<file path="src/rtl/tdm_pkg.sv">
// Shared TDM frame layout: segment lengths, frame size and receiver state encoding.
// Also used by the transmit-side splitter, so both ends agree on the framing.
package tdm_pkg;

    localparam int TDM_SEG0_LEN    = 88;
    localparam int TDM_SEG1_LEN    = 80;
    localparam int TDM_SEG2_LEN    = 56;
    localparam int TDM_SEG3_LEN    = 32;
    localparam int TDM_FRAME_BYTES = TDM_SEG0_LEN + TDM_SEG1_LEN + TDM_SEG2_LEN + TDM_SEG3_LEN;

    typedef enum logic {
        ST_IDLE = 1'b0,
        ST_RECV = 1'b1
    } rx_state_t;

endpackage

</file>
<file path="src/rtl/tdm_receiver_shift_in8.sv">
// MSB-first serial-to-byte shifter. A start loads the first bit of a fresh byte,
// so a frame_sync bit can both abort the old byte and begin the new one.
module shift_in8 (
    input  logic       clk,
    input  logic       rst,
    input  logic       clr_i,
    input  logic       start_i,
    input  logic       shift_i,
    input  logic       din_i,
    output logic [7:0] byte_o,
    output logic       byte_ready_o
);

    logic [6:0] sh_q, sh_d;
    logic [2:0] cnt_q, cnt_d;

    always_ff @(posedge clk or posedge rst) begin
        if (rst) begin
            sh_q  <= '0;
            cnt_q <= '0;
        end else begin
            sh_q  <= sh_d;
            cnt_q <= cnt_d;
        end
    end

    always_comb begin
        sh_d  = sh_q;
        cnt_d = cnt_q;
        if (clr_i) begin
            sh_d  = '0;
            cnt_d = '0;
        end else if (start_i) begin
            sh_d  = {6'b0, din_i};
            cnt_d = 3'd1;
        end else if (shift_i) begin
            sh_d  = {sh_q[5:0], din_i};
            cnt_d = cnt_q + 3'd1;
        end
    end

    // Only seven bits are stored; the eighth comes straight from din_i.
    assign byte_o       = {sh_q, din_i};
    assign byte_ready_o = shift_i && !clr_i && !start_i && (cnt_q == 3'd7);

endmodule

</file>
<file path="src/rtl/tdm_receiver.sv">
// TDM frame receiver: deserialises a 4-segment frame and emits per-channel
// byte writes with segment-relative addresses.
module tdm_receiver
    import tdm_pkg::*;
#(
    parameter int SEG0_LEN = TDM_SEG0_LEN,
    parameter int SEG1_LEN = TDM_SEG1_LEN,
    parameter int SEG2_LEN = TDM_SEG2_LEN,
    parameter int SEG3_LEN = TDM_SEG3_LEN
) (
    input  logic       sysclk,
    input  logic       reset,
    input  logic       holder,
    input  logic       bit_valid,
    input  logic       sdin,
    input  logic       frame_sync,
    input  logic [3:0] ch_en,
    output logic [3:0] wr_en,
    output logic [6:0] wr_addr,
    output logic [7:0] wr_data,
    output logic [1:0] seg,
    output logic       frame_done,
    output logic       frame_err
);

    localparam logic [6:0] LAST0 = 7'(SEG0_LEN - 1);
    localparam logic [6:0] LAST1 = 7'(SEG1_LEN - 1);
    localparam logic [6:0] LAST2 = 7'(SEG2_LEN - 1);
    localparam logic [6:0] LAST3 = 7'(SEG3_LEN - 1);

    function automatic logic [6:0] seg_last(input logic [1:0] s);
        case (s)
            2'd0:    return LAST0;
            2'd1:    return LAST1;
            2'd2:    return LAST2;
            default: return LAST3;
        endcase
    endfunction

    rx_state_t  state_q, state_d;
    logic [6:0] byte_cnt_q, byte_cnt_d;
    logic [1:0] seg_q, seg_d;
    logic [3:0] wr_en_q, wr_en_d;
    logic [6:0] wr_addr_q, wr_addr_d;
    logic [7:0] wr_data_q, wr_data_d;
    logic       frame_done_q, frame_done_d;
    logic       frame_err_q, frame_err_d;

    logic       sh_clr, sh_start, sh_shift;
    logic [7:0] sh_byte;
    logic       sh_ready;

    shift_in8 u_shift (
        .clk          (sysclk),
        .rst          (reset),
        .clr_i        (sh_clr),
        .start_i      (sh_start),
        .shift_i      (sh_shift),
        .din_i        (sdin),
        .byte_o       (sh_byte),
        .byte_ready_o (sh_ready)
    );

    always_ff @(posedge sysclk or posedge reset) begin
        if (reset) begin
            state_q      <= ST_IDLE;
            byte_cnt_q   <= '0;
            seg_q        <= '0;
            wr_en_q      <= '0;
            wr_addr_q    <= '0;
            wr_data_q    <= '0;
            frame_done_q <= 1'b0;
            frame_err_q  <= 1'b0;
        end else begin
            state_q      <= state_d;
            byte_cnt_q   <= byte_cnt_d;
            seg_q        <= seg_d;
            wr_en_q      <= wr_en_d;
            wr_addr_q    <= wr_addr_d;
            wr_data_q    <= wr_data_d;
            frame_done_q <= frame_done_d;
            frame_err_q  <= frame_err_d;
        end
    end

    always_comb begin
        state_d      = state_q;
        byte_cnt_d   = byte_cnt_q;
        seg_d        = seg_q;
        wr_en_d      = '0;
        wr_addr_d    = wr_addr_q;
        wr_data_d    = wr_data_q;
        frame_done_d = 1'b0;
        frame_err_d  = 1'b0;
        sh_clr       = 1'b0;
        sh_start     = 1'b0;
        sh_shift     = 1'b0;

        if (!holder) begin
            state_d    = ST_IDLE;
            byte_cnt_d = '0;
            seg_d      = '0;
            sh_clr     = 1'b1;
        end else begin
            case (state_q)
                ST_IDLE: begin
                    if (bit_valid && frame_sync) begin
                        state_d    = ST_RECV;
                        byte_cnt_d = '0;
                        seg_d      = '0;
                        sh_start   = 1'b1;
                    end
                end
                default: begin
                    if (bit_valid && frame_sync) begin
                        // Mid-frame sync: abandon the frame, the sync bit opens a new one.
                        frame_err_d = 1'b1;
                        byte_cnt_d  = '0;
                        seg_d       = '0;
                        sh_start    = 1'b1;
                    end else if (bit_valid) begin
                        sh_shift = 1'b1;
                        if (sh_ready) begin
                            wr_data_d = sh_byte;
                            wr_addr_d = byte_cnt_q;
                            wr_en_d   = ch_en[seg_q] ? (4'b0001 << seg_q) : 4'b0000;
                            if (byte_cnt_q == seg_last(seg_q)) begin
                                byte_cnt_d = '0;
                                if (seg_q == 2'd3) begin
                                    frame_done_d = 1'b1;
                                    state_d      = ST_IDLE;
                                    seg_d        = '0;
                                end else begin
                                    seg_d = seg_q + 2'd1;
                                end
                            end else begin
                                byte_cnt_d = byte_cnt_q + 7'd1;
                            end
                        end
                    end
                end
            endcase
        end
    end

    assign wr_en      = wr_en_q;
    assign wr_addr    = wr_addr_q;
    assign wr_data    = wr_data_q;
    assign seg        = seg_q;
    assign frame_done = frame_done_q;
    assign frame_err  = frame_err_q;

endmodule

</file>
<file path="config.mk">
export PLATFORM = sky130hd
export DESIGN_NAME = tdm_receiver
export DESIGN_NICKNAME = d
export VERILOG_FILES = /design/src/rtl/tdm_pkg.sv /design/src/rtl/tdm_receiver_shift_in8.sv /design/src/rtl/tdm_receiver.sv
export SDC_FILE = /design/constraint.sdc
export NUM_CORES = 1
export LEC_CHECK = 0
export ABC_AREA = 1
export ABC_CLOCK_PERIOD_IN_PS = 1500
export CORE_ASPECT_RATIO = 0.7
export CORE_UTILIZATION = 47
export DETAILED_ROUTE_END_ITERATION = 8
export PLACE_DENSITY = 0.86
export SYNTH_ARGS = -nofsm -noshare
export SYNTH_HDL_FRONTEND = slang
export SYNTH_SLANG_ARGS = --single-unit
</file>
<file path="constraint.sdc">
create_clock -name sysclk -period 1.5 [get_ports sysclk]
set_input_delay 0.15 -clock sysclk [delete_from_list [all_inputs] [get_ports sysclk]]
set_output_delay 0.15 -clock sysclk [all_outputs]
set_load 0.05 [all_outputs]
</file>
==> results of run 1 <==
-- cells by family (layout without fill, tap and decap cells) --
group,Yosys count,after routing,synth area share
xor+xnor,1,1,0.004564
fa+ha+maj,9,9,0.05867
flops,41,41,0.5345
simple gates,81,81,0.1995
buf+inv,33,84,0.07561
compound gates,41,41,0.1271
-- sequential cells by signal, indices dropped and copies added, names as in the netlist --
register       cells
byte_cnt_q         7
wr_en              4
frame_done         1
frame_err          1
wr_data            8
u_shift.sh_q       7
u_shift.cnt_q      3
wr_addr            7
state_q            1
seg                2
-- what timing repair did --
action                     in CTS  in global routing
gates resized for setup        17                  1
buffers inserted                2                  1
pin swaps                      12                  7
hold endpoints to repair        0                  0
setup endpoints to repair       8                  8
-- tightest hold or removal path: cells and delay by family --
| family | cells | cell delay [ns] |
|---|---|---|
| buffers and inverters | 3 | 0.73 |
-- layout make-up --
class,count,area (um2)
fillers,329,1355
clock inverters,1,7.507
repair buffers,48,432.9
clock buffers,6,82.58
well taps,52,65.06
inverters,29,115.1
flip-flops and latches,41,1031
multi-input cells,132,833.3
-- placed cells by master, fill, tap and decap left out, drive strengths merged --
master,synthesis,layout
a21oi,10,10
clkinvlp,0,1
clkinv,1,1
clkbuf,0,6
xnor2,1,1
a22o,2,2
buf,4,39
o21ai,21,21
a21boi,1,1
nor4,1,1
ha,9,9
clkdlybuf4s50,0,9
o211ai,1,1
dfrtp,41,41
inv,28,28
nor2,18,18
nand3,13,13
o22ai,6,6
nand4,1,1
nand2,47,47
nand3b,1,1
-- stage by stage --
stage | power [W] | instances | instance area, um2 | utilization
2_1_floorplan | 0.001246 | 206 | 1942 | -
3_3_place_gp | 0.001326 | 299 | 2382 | 0.6073
3_5_place_dp | 0.001332 | 299 | 2382 | 0.6073
4_1_cts | 0.002078 | 308 | 2555 | 0.6514
5_1_grt | 0.002149 | 309 | 2567 | 0.6545
6_report | 0.002064 | 309 | 2567 | 0.6545
-- where the power goes --
group	switching, W	internal [W]	total [W]
Clock	0.000376	0.000364	0.000739
Combinational	0.000111	0.0000848	0.000196
Sequential	0.0000122	0.00112	0.00113
-- path summary, 6_finish.rpt --
kind	startpoint	to	cells after the start
setup / recovery	seg[0]$_DFFE_PP0P_	seg[0]$_DFFE_PP0P_	11
hold / removal	reset	wr_addr[0]$_DFFE_PP0P_	3
setup reg to reg	seg[0]$_DFFE_PP0P_	seg[0]$_DFFE_PP0P_	11
hold reg to reg	wr_data[0]$_DFFE_PP0P_	wr_data[0]$_DFFE_PP0P_	2
max in group asynchronous	reset	seg[0]$_DFFE_PP0P_	3
min in group sysclk	sdin	wr_data[0]$_DFFE_PP0P_	3
-- layer usage --
| metal | GRT usage | vias to the layer above |
|---|---|---|
| met2 | 0.3033 | 47 |
| met1 | 0.2742 | 731 |
| met3 | 0.05455 | 10 |
| met5 | 0 | - |
| met4 | 0.09788 | 0 |
| li1 | - | 773 |
==> results.py, run 1 <==
metrics = {
    "run_status": {
        "status": "finished with violations",
        "violations": "setup timing",
    },
    "drt": {
        "dr.pass1.iters": 4,
        "wl_met3_um": 247,
        "detail-route-antenna-nets": 0,
        "drt-met1-wl_um": 1835,
        "drtIter0Drc": 104,
        "wl_met2_um": 1741,
        "vias": 1561,
        "drt_wl_total_um": 3927,
        "wire_per_inst_um": 12.71,
        "vias_per_cell": 5.052,
        "top_layer": "met4",
        "remaining_drc_errors": 0,
    },
    "timing": {
        "finalHoldWorstSlack_ns": 0.2152,
        "final_max_slew_viol_count": 0,
        "period_share": 1.051,
        "min_period_ns": 1.576,
        "fmax_ghz": 0.6345,
        "hold_violations": 0,
        "finalSetupViolations": 4,
        "rsz0062_at_grt": "true",
        "fin_ws_ns": -0.07613,
        "max-slew-margin-rel": 0.8510,
        "fin_skew_ns": 0.003315,
        "tightest_slew_ns": 0.2214,
        "tns_ns": -0.2193,
    },
    "cells_and_area": {
        "nets": 276,
        "drive_gt1_frac": 0.3152,
        "antennaDiodeCount": 0,
        "area_growth_pct": 33.77,
    },
    "synth": {
        "synth_nets": 225,
        "yosys.area.top_type": "dfrtp_1",
        "ys_seq_area_frac": 0.5346,
        "synth_common_cells": "dfrtp_1, nand2_1, inv_1",
        "ys_warn_count": 0,
        "syn_inst": 206,
        "synth.avg_cell_area_um2": 9.317,
        "synth_top_cells_by_area": "dfrtp_1, nand2_1, ha_1",
        "synth_area_um2": 1919,
        "yosysUniqueCellTypes": 28,
        "ys.flop_type": "dfrtp_1",
        "ys_ff_latch": 41,
        "synth_top_area_frac": 0.5346,
        "synth-edff-count": 0,
        "async_reset_ff_frac": 1.000,
    },
    "setup_path": {
        "worstPathArrival_ns": 1.77,
        "end_kind": "register",
        "required_ns": 1.69,
        "path_cells": "inv_4, ha_4, inv_2, nand2_1, nand2_1, nor2_2, nand3_4, nand2_4, nand2_2, nand2_1, nand2_1",
        "path_common_cell": "nand2_1",
        "cp_num_buf_inv": 2,
        "path_class": "register to register",
        "slowest_delay_ns": 0.54,
        "crit_family": "simple AND/OR/NAND/NOR gates",
        "worst-r2r-setup-slack_ns": -0.08,
        "cp_max_fo": 8,
        "cp-start-kind": "register",
        "slowest_stage": "dfrtp_4",
    },
    "floorplan": {
        "coreArea_um2": 3923,
        "floorplan.die_area_um2": 4347,
        "fp.dieW_um": 78.38,
        "rows": 19,
        "die_y_um": 55.47,
        "ioPinCount": 33,
        "start_util": 0.4893,
    },
    "placed_design": {
        "place_ws_ns": -0.1518,
        "gp_congestion": 0.8021,
        "dp_hpwl_um": 2775,
        "port_buffers": 32,
    },
    "flow_run": {
        "drv_cap": 0,
    },
    "grt": {
        "grt_max_degree": 42,
        "antenna_found_initial": 0,
        "grt.total_usage": 0.2029,
        "grt_pass1_vias": 1501,
        "overflow": 0,
        "grt_pass1_wl_um": 6693,
    },
    "cts": {
        "ctsHoldBuffers": 0,
        "cts_tree": "built",
        "cts_root_buf": "clkbuf_8",
        "clock_latency_ns": 0.30,
        "cts_buffers": 5,
        "path_clk_slew_ns": 0.08,
        "numClockSinks": 41,
        "clockBufferDepth": 2,
        "cts_max_level": 2,
    },
    "min_path": {
        "min_path_type": "primary input to async pin",
    },
    "power": {
        "power_density_nw_per_um2": 803.9,
        "ir_drop_v": 0.0004902,
        "leakage_nw": 1.233,
    },
}
No activity file was read; power rests on OpenSTA's default activity.
==> inputs of run 2 (changes only) <==
Settings changed: CORE_UTILIZATION 47 to 55, DONT_BUFFER_PORTS set to 1, PLACE_DENSITY 0.86 to 0.84.
==> results.py, run 2 (synthesis gave the netlist of run 1 again) <==
metrics = {
    "drt": {
        "detail-route-antenna-nets": 0,
        "vias": 1552,
        "vias_per_cell": 5.484,
        "wire_per_inst_um": 14.94,
        "drtIter0Drc": 120,
        "drt_wl_total_um": 4228,
        "remaining_drc_errors": 0,
        "dr.pass1.iters": 4,
    },
    "cells_and_area": {
        "largest_reg_flops": 8,
        "drive_gt1_frac": 0.3347,
        "final_cell_mix": "dfrtp_1, nand2_1, inv_1",
        "area_growth_pct": 26.99,
        "fillers": 219,
        "final_common_cell": "dfrtp_1",
        "antennaDiodeCount": 0,
        "nets": 254,
    },
    "timing": {
        "min_period_ns": 1.613,
        "fin_ws_ns": -0.1127,
        "max-slew-margin-rel": 0.5350,
        "tightest_slew_ns": 0.6968,
        "fin_skew_ns": 0.006260,
        "period_share": 1.075,
        "hold_violations": 0,
        "finalSetupViolations": 8,
        "final_max_slew_viol_count": 0,
        "rsz0062_at_grt": "true",
        "fmax_ghz": 0.6201,
    },
    "grt": {
        "overflow": 0,
        "grt_pass1_vias": 1447,
        "grt.total_usage": 0.2545,
        "grt_max_degree": 29,
        "grt_pass1_wl_um": 6768,
        "antenna_found_initial": 0,
    },
    "placed_design": {
        "gp_congestion": 0.8688,
        "dp_hpwl_um": 2667,
        "place_ws_ns": -0.1687,
        "port_buffers": 0,
    },
    "floorplan": {
        "die_y_um": 51.43,
        "ioPinCount": 33,
        "rows": 17,
        "coreArea_um2": 3233,
        "start_util": 0.5937,
        "floorplan.die_area_um2": 3734,
        "fp.dieW_um": 72.61,
    },
    "power": {
        "leakage_nw": 1.132,
        "ir_drop_v": 0.0005903,
        "power_density_nw_per_um2": 852.9,
        "clkPwrFrac": 0.374,
        "p_switching_w": 0.0005261,
        "p_comb_frac": 0.082,
        "p_int_w": 0.001553,
        "swShare": 0.2531,
        "power_w": 0.002079,
        "seq_power_share": 0.544,
    },
    "setup_path": {
        "cp-start-kind": "register",
        "cp_max_fo": 4,
        "end_kind": "register",
        "required_ns": 1.70,
        "path_class": "register to register",
        "worstPathArrival_ns": 1.81,
    },
    "cts": {
        "cts_tree": "built",
        "path_clk_slew_ns": 0.08,
        "clockBufferDepth": 2,
        "clock_latency_ns": 0.30,
        "cts_buffers": 5,
        "cts_max_level": 2,
        "cts_root_buf": "clkbuf_8",
        "numClockSinks": 41,
    },
    "run_status": {
        "violations": "setup timing",
        "status": "finished with violations",
    },
    "min_path": {
        "min_path_type": "primary input to register",
    },
    "flow_run": {
        "drv_cap": 0,
    },
}
## run 2: final timing paths
| path | from | to | slack [ns] | cells past startpoint |
|---|---|---|---|---|
| max | seg[1]$_DFFE_PP0P_ | state_q$_DFF_PP0_ | -0.11 | 10 |
| min | frame_sync | frame_err$_DFF_PP0_ | 0.006 | 2 |
| max reg2reg | seg[1]$_DFFE_PP0P_ | state_q$_DFF_PP0_ | -0.11 | 10 |
| min reg2reg | wr_addr[3]$_DFFE_PP0P_ | wr_addr[3]$_DFFE_PP0P_ | 0.49 | 2 |
| max in group asynchronous | reset | wr_addr[1]$_DFFE_PP0P_ | 0.53 | 3 |
| min in group asynchronous | reset | wr_addr[5]$_DFFE_PP0P_ | 0.40 | 2 |
## run 2: worst max-delay path, stage by stage (launching register included)
cell and delay, ns:
dfrtp_2 0.46, inv_4 0.11, ha_4 0.17, inv_4 0.04
nand3_1 0.08, nand2_1 0.07, nor2_2 0.15, nand3_4 0.13
buf_6 0.15, o21ai_2 0.10, inv_1 0.04
## run 2: timing repair
action	CTS	global route
pin swaps	17	9
resized for setup	26	13
setup buffers	9	0
hold buffers	3	0
endpoints found under the setup margin	9	10
endpoints found under the hold margin	15	0
## run 2: layout make-up
cell class	instances	area, um2	area share
clock buffer	6	82.58	0.03388
clock inverter	2	13.76	0.005647
inverter	29	117.6	0.04825
multi-input combinational	132	887.1	0.3640
sequential	41	1031	0.4230
tap	47	58.81	0.02413
timing repair buffer	26	246.5	0.1011
## run 2: power by group through the flow
stage                      logic, W  registers, W  clock network (W)
after floorplan           0.0000898       0.00116                  0
after global placement     0.000135       0.00115                  0
after detailed placement   0.000139       0.00115                  0
after CTS                  0.000162       0.00113           0.000787
after global routing       0.000189       0.00113           0.000857
final                      0.000171       0.00113           0.000777
## run 2: routing by layer
metal,vias to the layer above,wire (um),track usage
met4,0,115,0.1242
met3,14,314,0.09270
met2,67,1864,0.3536
met5,-,0,0
li1,730,-,-
met1,741,1934,0.3511
## run 2: stage by stage
stage                     area, um2  std cells  hold WS (ns)    util  setup TNS [ns]
after floorplan                1942        206        0.2596       -         -0.3974
after global placement         2103        264        0.1683  0.6505         -0.1428
after detailed placement       2103        264        0.1855  0.6505         -0.6721
after CTS                      2401        284      0.004822  0.7426         -0.3910
after global routing           2437        283     0.0002600  0.7539          -1.390
final                          2437        283      0.005504  0.7539         -0.7681
==> inputs of run 3 (changes only) <==
Settings changed: CAP_MARGIN set to 40.
==> results of run 3 <==
No change in the layout: final DEF, timing and power equal those of run 2.
